$ cat src/rtl/prog_loader_pkg.sv
// Shared types, bus widths and ROM contents for the program loader.
package prog_loader_pkg;

    localparam int INST_W    = 12;
    localparam int REG_W     = 4;
    localparam int IDX_W     = 3;
    localparam int ROM_REGS  = 2;
    localparam int ROM_INSTS = 8;

    typedef enum logic [2:0] {
        S_IDLE,
        S_LOAD_REG,
        S_GAP_R,
        S_LOAD_INST,
        S_GAP_I,
        S_STEP_HI,
        S_STEP_LO,
        S_FINISH
    } state_t;

    // Register-file init entry k targets register index k.
    function automatic logic [IDX_W-1:0] rom_reg_index(input int k);
        return (k >= 0 && k < ROM_REGS) ? IDX_W'(k) : '0;
    endfunction

    function automatic logic [REG_W-1:0] rom_reg_data(input int k);
        case (k)
            0:       return 4'd1;
            1:       return 4'd2;
            default: return '0;
        endcase
    endfunction

    function automatic logic [INST_W-1:0] rom_inst(input int w);
        case (w)
            0:       return 12'b001000000000;
            1:       return 12'b001000010001;
            2:       return 12'b000000100000;
            3:       return 12'b011011001000;
            4:       return 12'b010100011010;
            5:       return 12'b100101000011;
            6:       return 12'b101001001110;
            7:       return 12'b110000000111;
            default: return '0;
        endcase
    endfunction

endpackage

$ cat src/rtl/prog_rom.sv
// Combinational lookup of register-file init entries and instruction words.
module prog_rom
    import prog_loader_pkg::*;
#(
    parameter int SEL_W = 4
) (
    input  logic [SEL_W-1:0]  i_reg_k,
    input  logic [SEL_W-1:0]  i_inst_w,
    output logic [IDX_W-1:0]  o_reg_index,
    output logic [REG_W-1:0]  o_reg_data,
    output logic [INST_W-1:0] o_inst
);

    always_comb begin
        o_reg_index = rom_reg_index(int'(i_reg_k));
        o_reg_data  = rom_reg_data(int'(i_reg_k));
        o_inst      = rom_inst(int'(i_inst_w));
    end

endmodule

$ cat src/rtl/prog_loader.sv
// Loads register-file and instruction ROM into a controller, then steps it.
// Optional PROG_LOADER_SINGLE_STEP_EN: each step waits for a step_req pulse.
module prog_loader
    import prog_loader_pkg::*;
#(
    parameter int HOLD     = 3,
    parameter int STEP_HI  = 3,
    parameter int STEP_LO  = 50,
    parameter int NUM_INST = 8,
    parameter int NUM_REGS = 2
) (
    input  logic              clk,
    input  logic              reset,
    input  logic              start,
`ifdef PROG_LOADER_SINGLE_STEP_EN
    input  logic              step_req,
`endif
    output logic [INST_W-1:0] external,
    output logic [REG_W-1:0]  external_reg_file_data,
    output logic [IDX_W-1:0]  external_reg_file_index,
    output logic              is_external,
    output logic              load_to_reg_file,
    output logic              load_to_inst_mem,
    output logic              next_inst,
    output logic              busy,
    output logic              done
);

    localparam int CNT_MAX  = (HOLD > STEP_HI) ? ((HOLD > STEP_LO) ? HOLD : STEP_LO)
                                               : ((STEP_HI > STEP_LO) ? STEP_HI : STEP_LO);
    localparam int CNT_W    = $clog2(CNT_MAX + 1);
    localparam int ITEM_MAX = (NUM_INST > NUM_REGS) ? NUM_INST : NUM_REGS;
    localparam int ITEM_W   = $clog2(ITEM_MAX + 1);

    localparam logic [CNT_W-1:0]  HOLD_LAST = CNT_W'(HOLD - 1);
    localparam logic [CNT_W-1:0]  SHI_LAST  = CNT_W'(STEP_HI - 1);
    localparam logic [ITEM_W-1:0] REG_LAST  = ITEM_W'(NUM_REGS - 1);
    localparam logic [ITEM_W-1:0] INST_LAST = ITEM_W'(NUM_INST - 1);
`ifndef PROG_LOADER_SINGLE_STEP_EN
    localparam logic [CNT_W-1:0]  SLO_LAST  = CNT_W'(STEP_LO - 1);
`endif

    state_t              r_state, w_state_next;
    logic [CNT_W-1:0]    r_cnt, w_cnt_next;
    logic [ITEM_W-1:0]   r_item, w_item_next;
    logic [INST_W-1:0]   r_external;
    logic [REG_W-1:0]    r_rf_data;
    logic [IDX_W-1:0]    r_rf_index;
    logic [INST_W-1:0]   w_rom_inst;
    logic [REG_W-1:0]    w_rom_data;
    logic [IDX_W-1:0]    w_rom_index;

    // Looked up with the next item so the bus changes on the edge the hold counter wraps.
    prog_rom #(.SEL_W(ITEM_W)) u_rom (
        .i_reg_k     (w_item_next),
        .i_inst_w    (w_item_next),
        .o_reg_index (w_rom_index),
        .o_reg_data  (w_rom_data),
        .o_inst      (w_rom_inst)
    );

    always_ff @(posedge clk) begin
        if (reset) begin
            r_state <= S_IDLE;
            r_cnt   <= '0;
            r_item  <= '0;
        end else begin
            r_state <= w_state_next;
            r_cnt   <= w_cnt_next;
            r_item  <= w_item_next;
        end
    end

    always_comb begin
        w_state_next = r_state;
        w_cnt_next   = r_cnt + CNT_W'(1);
        w_item_next  = r_item;
        case (r_state)
            S_IDLE: begin
                w_cnt_next  = '0;
                w_item_next = '0;
                if (start) w_state_next = S_LOAD_REG;
            end
            S_LOAD_REG: begin
                if (r_cnt == HOLD_LAST) begin
                    w_cnt_next = '0;
                    if (r_item == REG_LAST) begin
                        w_item_next  = '0;
                        w_state_next = S_GAP_R;
                    end else begin
                        w_item_next = r_item + ITEM_W'(1);
                    end
                end
            end
            S_GAP_R: begin
                if (r_cnt == HOLD_LAST) begin
                    w_cnt_next   = '0;
                    w_state_next = S_LOAD_INST;
                end
            end
            S_LOAD_INST: begin
                if (r_cnt == HOLD_LAST) begin
                    w_cnt_next = '0;
                    if (r_item == INST_LAST) begin
                        w_item_next  = '0;
                        w_state_next = S_GAP_I;
                    end else begin
                        w_item_next = r_item + ITEM_W'(1);
                    end
                end
            end
            S_GAP_I: begin
`ifdef PROG_LOADER_SINGLE_STEP_EN
                if (r_cnt >= HOLD_LAST) begin
                    w_cnt_next = r_cnt;
                    if (step_req) begin
                        w_cnt_next   = '0;
                        w_state_next = S_STEP_HI;
                    end
                end
`else
                if (r_cnt == HOLD_LAST) begin
                    w_cnt_next   = '0;
                    w_state_next = S_STEP_HI;
                end
`endif
            end
            S_STEP_HI: begin
                if (r_cnt == SHI_LAST) begin
                    w_cnt_next   = '0;
                    w_state_next = S_STEP_LO;
                end
            end
            S_STEP_LO: begin
`ifdef PROG_LOADER_SINGLE_STEP_EN
                w_cnt_next = '0;
                if (r_item == INST_LAST) begin
                    w_item_next  = '0;
                    w_state_next = S_FINISH;
                end else if (step_req) begin
                    w_item_next  = r_item + ITEM_W'(1);
                    w_state_next = S_STEP_HI;
                end
`else
                if (r_cnt == SLO_LAST) begin
                    w_cnt_next = '0;
                    if (r_item == INST_LAST) begin
                        w_item_next  = '0;
                        w_state_next = S_FINISH;
                    end else begin
                        w_item_next  = r_item + ITEM_W'(1);
                        w_state_next = S_STEP_HI;
                    end
                end
`endif
            end
            S_FINISH: begin
                w_cnt_next   = '0;
                w_item_next  = '0;
                w_state_next = S_IDLE;
            end
            default: begin
                w_cnt_next   = '0;
                w_item_next  = '0;
                w_state_next = S_IDLE;
            end
        endcase
    end

    // Bus values persist through gaps and idle until reloaded or reset.
    always_ff @(posedge clk) begin
        if (reset) begin
            r_external <= '0;
            r_rf_data  <= '0;
            r_rf_index <= '0;
        end else begin
            if (w_state_next == S_LOAD_REG) begin
                r_rf_data  <= w_rom_data;
                r_rf_index <= w_rom_index;
            end
            if (w_state_next == S_LOAD_INST) begin
                r_external <= w_rom_inst;
            end
        end
    end

    assign external                = r_external;
    assign external_reg_file_data  = r_rf_data;
    assign external_reg_file_index = r_rf_index;
    assign is_external             = 1'b0;
    assign load_to_reg_file        = (r_state == S_LOAD_REG);
    assign load_to_inst_mem        = (r_state == S_LOAD_INST);
    assign next_inst               = (r_state == S_STEP_HI);
    assign busy                    = (r_state != S_IDLE);
    assign done                    = (r_state == S_FINISH);

endmodule

$ cat config.mk
export PLATFORM = sky130hd
export DESIGN_NAME = prog_loader
export DESIGN_NICKNAME = d
export VERILOG_FILES = /design/src/rtl/prog_loader_pkg.sv /design/src/rtl/prog_rom.sv /design/src/rtl/prog_loader.sv
export SDC_FILE = /design/constraint.sdc
export NUM_CORES = 1
export LEC_CHECK = 0
export ABC_AREA = 0
export CORE_UTILIZATION = 50
export CTS_BUF_LIST = sky130_fd_sc_hd__clkbuf_8 sky130_fd_sc_hd__clkbuf_16
export DETAILED_ROUTE_END_ITERATION = 10
export HOLD_SLACK_MARGIN = 0.06
export PLACE_DENSITY_LB_ADDON = 0.12
export SLEW_MARGIN = 20
export SYNTH_ARGS = -nofsm -noshare
export SYNTH_HDL_FRONTEND = slang
export SYNTH_SLANG_ARGS = --single-unit
$ cat constraint.sdc
create_clock -name clk -period 3.2 [get_ports clk]
set_clock_uncertainty 0.15 [all_clocks]
set_input_delay 0.48 -clock clk [delete_from_list [all_inputs] [get_ports clk]]
set_output_delay 0.48 -clock clk [all_outputs]
set_load 0.05 [all_outputs]
# Word-level counts from Yosys, hierarchy flattened
# Memories as Yosys holds them, arrays and structs flattened.
# Cells that the tools add are included.
[op_classes] add_sub_neg=2 order_cmp=1 eq_ne=14 n_mux=23 n_reduce_logical=5
[ops] op="$mux 3" count=10
[ops] op="$pmux 3 s8" count=1
[ops] op="$mux 4" count=5
[ops] op="$pmux 6 s3" count=1
[ops] op="$pmux 4 s4" count=1
[ops] op="$eq 3x3->1 const B" count=4
[ops] op="$mux 12" count=1
[ops] op="$mux 6" count=2
[ops] op="$eq 3x2->1 const B" count=3
[ops] op="$eq 4x1->1 const B" count=2
[ops] op="$add 6x1->6 const B" count=1
[ops] op="$eq 3x1->1 const B" count=2
[ops] op="$eq 6x2->1 const B" count=1
[ops] op="$eq 6x6->1 const B" count=1
[ops] op="$reduce_or 5->1" count=1
[ops] op="$add 4x1->4 const B" count=1
[ops] op="$eq 4x3->1 const B" count=1
[ops] op="$logic_not 4->1" count=1
[ops] op="$lt 4x2->1 const B" count=1
[ops] op="$pmux 2 s2" count=1
[ops] op="$logic_not 3->1" count=1
[ops] op="$reduce_bool 3->1" count=1
[ops] op="$mux 2" count=1
[ops] op="$reduce_or 2->1" count=1
[totals] reg_bits=32 rom_bits=96 in_bits=3 output_inout_bits=25 word_cells=52 memories=1
[mem_list] memory="(name not given)" depth=8 width=12 rd=1 rd_clocked_by_memory_dff=0 write_ports=0 line="prog_loader_pkg.sv:35" text="case (w)"

# Logic depth before layout (Yosys ltp)
# Gate-level depths: netlist of run 1.
[logic_depth] word_depth=6 depth_mapped=12 ltp_nobuf=12

# Hierarchy
# From an unflattened synthesis of run 1, not the netlist that was laid out.
[hier_totals] hier_cells=237 hier_area_um2=2003.2
[modules_own_cells] mod="prog_loader" instances=1 cells_per_inst=197 area_each_um2=1725.4 seq_area_each_um2=640.6
[modules_own_cells] mod="prog_rom" instances=1 cells_per_inst=40 area_each_um2=277.8 seq_area_each_um2=0.0

# Least setup slack after synthesis of run 1
# No wires, ideal clock.
[synth_path] kind="register -> register" start="reg r_state[0]" end="reg r_external[10], in the netlist external[10]" setup_time_ps=117 t_arrival_ps=2447 required_ps=2933 setup_slack_ps=486 path_stages_with_launch=11 path_buffers=2 synth_period_minus_slack_ps=2714 cell_sequence="dfxtp_1 > buf_2 > buf_2 > and3_1 > a311oi_1 > o21ai_0 > mux2i_1 > inv_1 > ha_1 > mux2i_1 > a22o_1"
[synth_via] elab_chain_len=5 word_cells_on_any_way=23 classes_between="8 x eq/ne; 12 x mux; 2 x reduce/logical; 1 x memory"
[synth_lines] element="start, declared" line="prog_loader.sv:43" text="state_t r_state, w_state_next;"
[synth_lines] element="start signal, assigned" line="prog_loader.sv:68" text="r_state <= w_state_next;"
[synth_lines] element="$eq 3x3->1"
[synth_lines] element="via done" line="prog_loader.sv:26" text="output logic done"
[synth_lines] element="$reduce_or 2->1 (no source line)"
[synth_lines] element="$pmux 4 s4" line="prog_loader.sv:78" text="case (r_state)"
[synth_lines] element="via u_rom.i_inst_w[0]" line="prog_rom.sv:8" text="input logic [SEL_W-1:0] i_inst_w,"
[synth_lines] element="$mem_v2 8x12"
[synth_lines] element="$mux 12" line="prog_loader_pkg.sv:35"
[synth_lines] element="end signal, assigned" line="prog_loader.sv:182" text="r_external <= w_rom_inst;"
[synth_lines] element="end, declared" line="prog_loader.sv:46" text="logic [INST_W-1:0] r_external;"
# The timed path passes the listed nets, and every way through them passes these cells.
# A chain may end at the register's enable or synchronous reset.

# Worst setup path in the final report of run 1
[layout_path] start="reg r_cnt[0]" end="reg r_external[10], in the netlist external[10]"
[layout_via] elab_chain_len=5 word_cells_on_any_way=16 classes_between="3 x eq/ne; 12 x mux; 1 x memory"
[layout_lines] element="start, declared" line="prog_loader.sv:44" text="logic [CNT_W-1:0] r_cnt, w_cnt_next;"
[layout_lines] element="start signal, assigned" line="prog_loader.sv:69" text="r_cnt <= w_cnt_next;"
[layout_lines] element="$eq 6x6->1 or $eq 6x2->1 (tied branches)" line="prog_loader.sv:145, prog_loader.sv:85, prog_loader.sv:102"
[layout_lines] element="$mux 4, on equally long branches" line="prog_loader.sv:145, prog_loader.sv:85, prog_loader.sv:102"
[layout_lines] element="$pmux 4 s4 *" line="prog_loader.sv:78"
[layout_lines] element="via u_rom.i_inst_w[0]" line="prog_rom.sv:8"
[layout_lines] element="$mem_v2 8x12 *"
[layout_lines] element="$mux 12 *" line="prog_loader_pkg.sv:35"
# The timed path passes the listed nets; every way through them passes the cells marked *.

==> results summary, run 1 <==
The clock net in this run drives a total of 30 sinks. Global routing used about 7.7% of the available met3 tracks. Dividing the detail-routed via count by the number of cells gives 5.78.

Counting cells, the worst reg-to-reg path comes to 10. The detailed-routing iteration count for the pre-antenna-repair pass came out at 4. Counting flops with a built-in enable in the synthesized netlist gives 0.

The layout cell share with drive strength beyond 1 is 11.2%. TritonCTS built the clock tree. Among all flip-flop cells after synthesis, the most frequent one is dfxtp_1.

The remaining number of nets flagged by the antenna check after routing is 0. For this configuration, the core starts out at a cell density of 53.9%. The net count reported at finish came out at about 250. The highest achievable clock rate came out at ~350 MHz. Global routing used 34.9% of the available met2 tracks. The number of global-route vias before repair is 1,509. The transition time at the pin with the least slew margin is between 0.6 and 0.7 ns.

The number of placed I/O pins came out at 28. The part of the cycle the worst path needs came out at between 80% and 90%. The number of library cell types mapped by synthesis is 63. The endpoint of the most critical setup path is external[10].

The endpoint required time on the critical path is around 3.2 ns. The worst register-to-register path ends at external[10]. The number of DRC violations after detailed-routing iteration 0 is 106. After synthesis, the cell types taking the most area are dfxtp_1 32%, ha_1 7.4%, nor2_1 4.9%, nand2_1 3.4%, nand3_1 3.2%. Clock-pin slew was measured on the worst setup and hold paths at around 0.070 ns. The overall global routing resource usage is a little under a quarter. The biggest cell delay along the critical path came out at 0.47 ns. The power density over cell area came out at roughly 350 nW/um^2.

The congestion estimate from routability-driven global placement came to slightly below 0.9. For this run the aggregate overflow at the end of global routing stands at 0. The multi-input combinational cells in the finished layout cover a total of 1140 sq um. The critical path goes through inv_1 > ha_1 > nor3b_4 > a311oi_1 > o21ai_0 > mux2i_1 > inv_1 > ha_1 > mux2i_1 > a22o_1. Along the worst path, the maximum fanout reaches 9.

Excluding fillers, the count of instances in the completed layout stands at 287. The maximum number of pins on one net before global-route repair is 24. The count of port buffers added during placement is 24.

For this run, global-route usage on met1 was measured as 30.6%. The repair_antennas step left the layout with diodes totalling 0. Setup violations remaining at the end of the flow were counted as 0.

The global-route wire length before repair came out at roughly 7200 microns. The cell count after synthesis came out at between 200 and 250. STA puts the critical path data arrival time at 2.88 ns. The footprint of the flip-flops and latches came out at 602 sq um. The hold violation count in the final report is 0. The maximum number of buffers from clock root to sink is 2.

Dividing the detail-routed wire length by the instance count gives 14.7 microns. Averaged over all synthesized cells, the footprint is 8.55 sq um. The path type of the worst setup path is reg2reg. After detailed routing, the number of remaining DRC violations is 0. After floorplanning, the core was divided into 21 placement rows. Clock latency on the worst-skew pair, taken at its later pin, is 0.29 ns. After legalization and detailed placement, the total HPWL measured a little over 3000 microns. The worst path in the final design needs a cycle of 2.85 ns, including I/O delays and setup. The proportion of register bits with asynchronous set or reset after synthesis is 0%.

The number of vias after detailed routing is approximately 1,700. IR analysis of the VDD net gives a maximum drop of 0.000382 V. The count of pins over their slew limit came out at 0.

The initial antenna violation count is 0. The routed design has 4210 microns of wire. The path class of the tightest hold or removal check is reg2reg. The worst slew margin relative to its limit is 59.4%. The floorplan step set the die height to 62.9 microns. Counting flops and latches in the post-synthesis netlist gives 30. The post-synthesis sequential area ratio is about a third. The total area inside the core boundary comes to between 3000 and 4000 sq um.

The largest individual stage delay along the critical path comes from the cell mux2i_1. The critical path capture point type is a register. The critical path startpoint is r_cnt[0]. The synthesis-to-layout area growth came out at 19.0%. The die outline area came out at 3960 sq um.

Leaving out fill and tap cells, the most frequent cells in the layout are 29 x dfxtp_1, 24 x nor2_1, 24 x clkdlybuf4s50_1. Once placement completed, the tool counted placed cells totaling 279. The flow ran to the end, and the final reports show no timing, DRC or antenna violations. The worst setup path is launched from a register. Setup repair after global routing left no endpoint under its margin. Leaving out fill and tap cells, the most frequent cell in the layout is dfxtp_1. The startpoint of the lowest-slack register-to-register path is r_cnt[0].

The horizontal die dimension came out at between 60 and 70 microns. The proportion of netlist area held by the largest area contributor came out at 32.4%. Clock tree synthesis selected as its root buffer the cell clkbuf_8.

The setup check on the worst reg-to-reg path leaves a slack of 0.35 ns. The number of warnings issued by yosys came out at 0. The leakage power summed over all cells is a little under 0.8 nW. Across the run, the number of max-cap violations was 0.

The largest total area in the synthesized netlist belongs to dfxtp_1. In this run the number of H-tree levels came out at 2. After global routing, the most crowded layer is met2. Hold repair after CTS inserted 0 buffers.

The final-layout fill cell count is 308. The sum of negative setup slack came out at 0 ns. The post-synthesis instance area came out at 1850 sq um. The number of clock buffers added by TritonCTS is 5.
-- final cells by class --
type	count	area share, %
Inverter	11	1.87
Multi-Input combinational cell	164	51.7
Sequential cell	30	27.3
Clock inverter	2	0.567
Timing Repair Buffer	28	12.2
Tap cell	46	2.61
Clock buffer	6	3.74
-- flip-flops by register name, indices dropped and copies added (netlist names) --
| signal | flops |
|---|---|
| r_item | 4 |
| external_reg_file_data | 2 |
| r_cnt | 6 |
| r_state | 3 |
| external | 12 |
| external_reg_file_index | 3 |
-- critical path: cells and delay by family, from the launching register on --
family	cells	cell delay, ns
flip-flops	1	0.41
AND/OR/NAND/NOR	1	0.19
adder cells (fa/ha/maj)	2	0.55
multiplexers	2	0.54
buffers and inverters	2	0.28
AO/OA/AOI/OAI	3	0.63
-- synthesized netlist by cell type (2+ instances only) --
| master | number |
|---|---|
| nor2_1 | 24 |
| xnor2_1 | 2 |
| nor3_1 | 2 |
| dfxtp_1 | 30 |
| a22o_1 | 4 |
| and2_1 | 4 |
| buf_2 | 6 |
| nand3b_1 | 2 |
| or3b_2 | 2 |
| xor2_1 | 2 |
| buf_4 | 3 |
| and3_1 | 3 |
| o21ai_0 | 10 |
| nand3_1 | 12 |
| clkbuf_1 | 3 |
| nor4_1 | 2 |
| nor2b_1 | 5 |
| o311ai_1 | 2 |
| a21o_1 | 2 |
| inv_1 | 11 |
| ha_1 | 11 |
| nor3b_1 | 4 |
| a21oi_1 | 11 |
| nand4_1 | 2 |
| nand2_1 | 17 |
| mux2i_1 | 4 |
-- power by group --
group | internal (mW) | switching [mW]
Combinational | 0.0184 | 0.0407
Sequential | 0.377 | 0.00674
Clock | 0.173 | 0.149
-- metrics by stage --
stage                     total power [mW]  area, sq um  util, %  hold slack, ns  setup slack [ns]
final                                0.764         2210     64.1           0.303             0.352
after global routing                 0.798         2210     64.1           0.326            0.0597
after CTS                            0.773         2210     64.1           0.307             0.303
after detailed placement             0.450         2110     61.3           0.297             0.303
after global placement               0.449         2110     61.3           0.286             0.450
after floorplan                      0.437         1860        -           0.295             0.486
-- kinds of logic after synthesis --
logic type / Yosys count / share of synthesized area [%]
XOR/XNOR: 4 / 1.89
other: 1 / 0.202
AND/OR/NAND/NOR: 90 / 27.6
multiplexers: 4 / 2.16
buffers and inverters: 25 / 6.48
AO/OA/AOI/OAI: 52 / 21.9
flip-flops: 30 / 32.4
adder cells (fa/ha/maj): 11 / 7.42
-- metal layers --
layer  up-vias  share of wire (%)
met5         -                  0
met2        49                 47
met1       782                 45
met4         0                1.9
li1        818                  -
met3         9                5.9
-- timing repair --
action / in CTS / in global routing
resized for setup: 0 / 1
hold endpoints to repair: 0 / 0
setup endpoints to repair: 0 / 2
buffers inserted: 0 / 0
-- worst min path at each step --
stage	cells past startpoint	end	slack (ns)	from
global route	2	external[1]	0.33	external[1]
finish	2	external[1]	0.30	external[1]
CTS	2	external[1]	0.31	external[1]
global placement	1	external[3]	0.29	external[3]
detailed placement	2	external[1]	0.30	external[1]
floorplan	1	r_cnt[0]	0.29	r_cnt[0]
No activity file was read; power rests on OpenSTA's default activity.
==> run 2, diff against run 1 <==
--- a/config.mk
+++ b/config.mk
@@ -6,6 +6,7 @@
 export NUM_CORES = 1
 export LEC_CHECK = 0
 export ABC_AREA = 0
+export CAP_MARGIN = 5
 export CORE_UTILIZATION = 50
 export CTS_BUF_LIST = sky130_fd_sc_hd__clkbuf_8 sky130_fd_sc_hd__clkbuf_16
 export DETAILED_ROUTE_END_ITERATION = 10
==> results of run 2 <==
No change in the layout: final DEF, timing and power equal those of run 1.
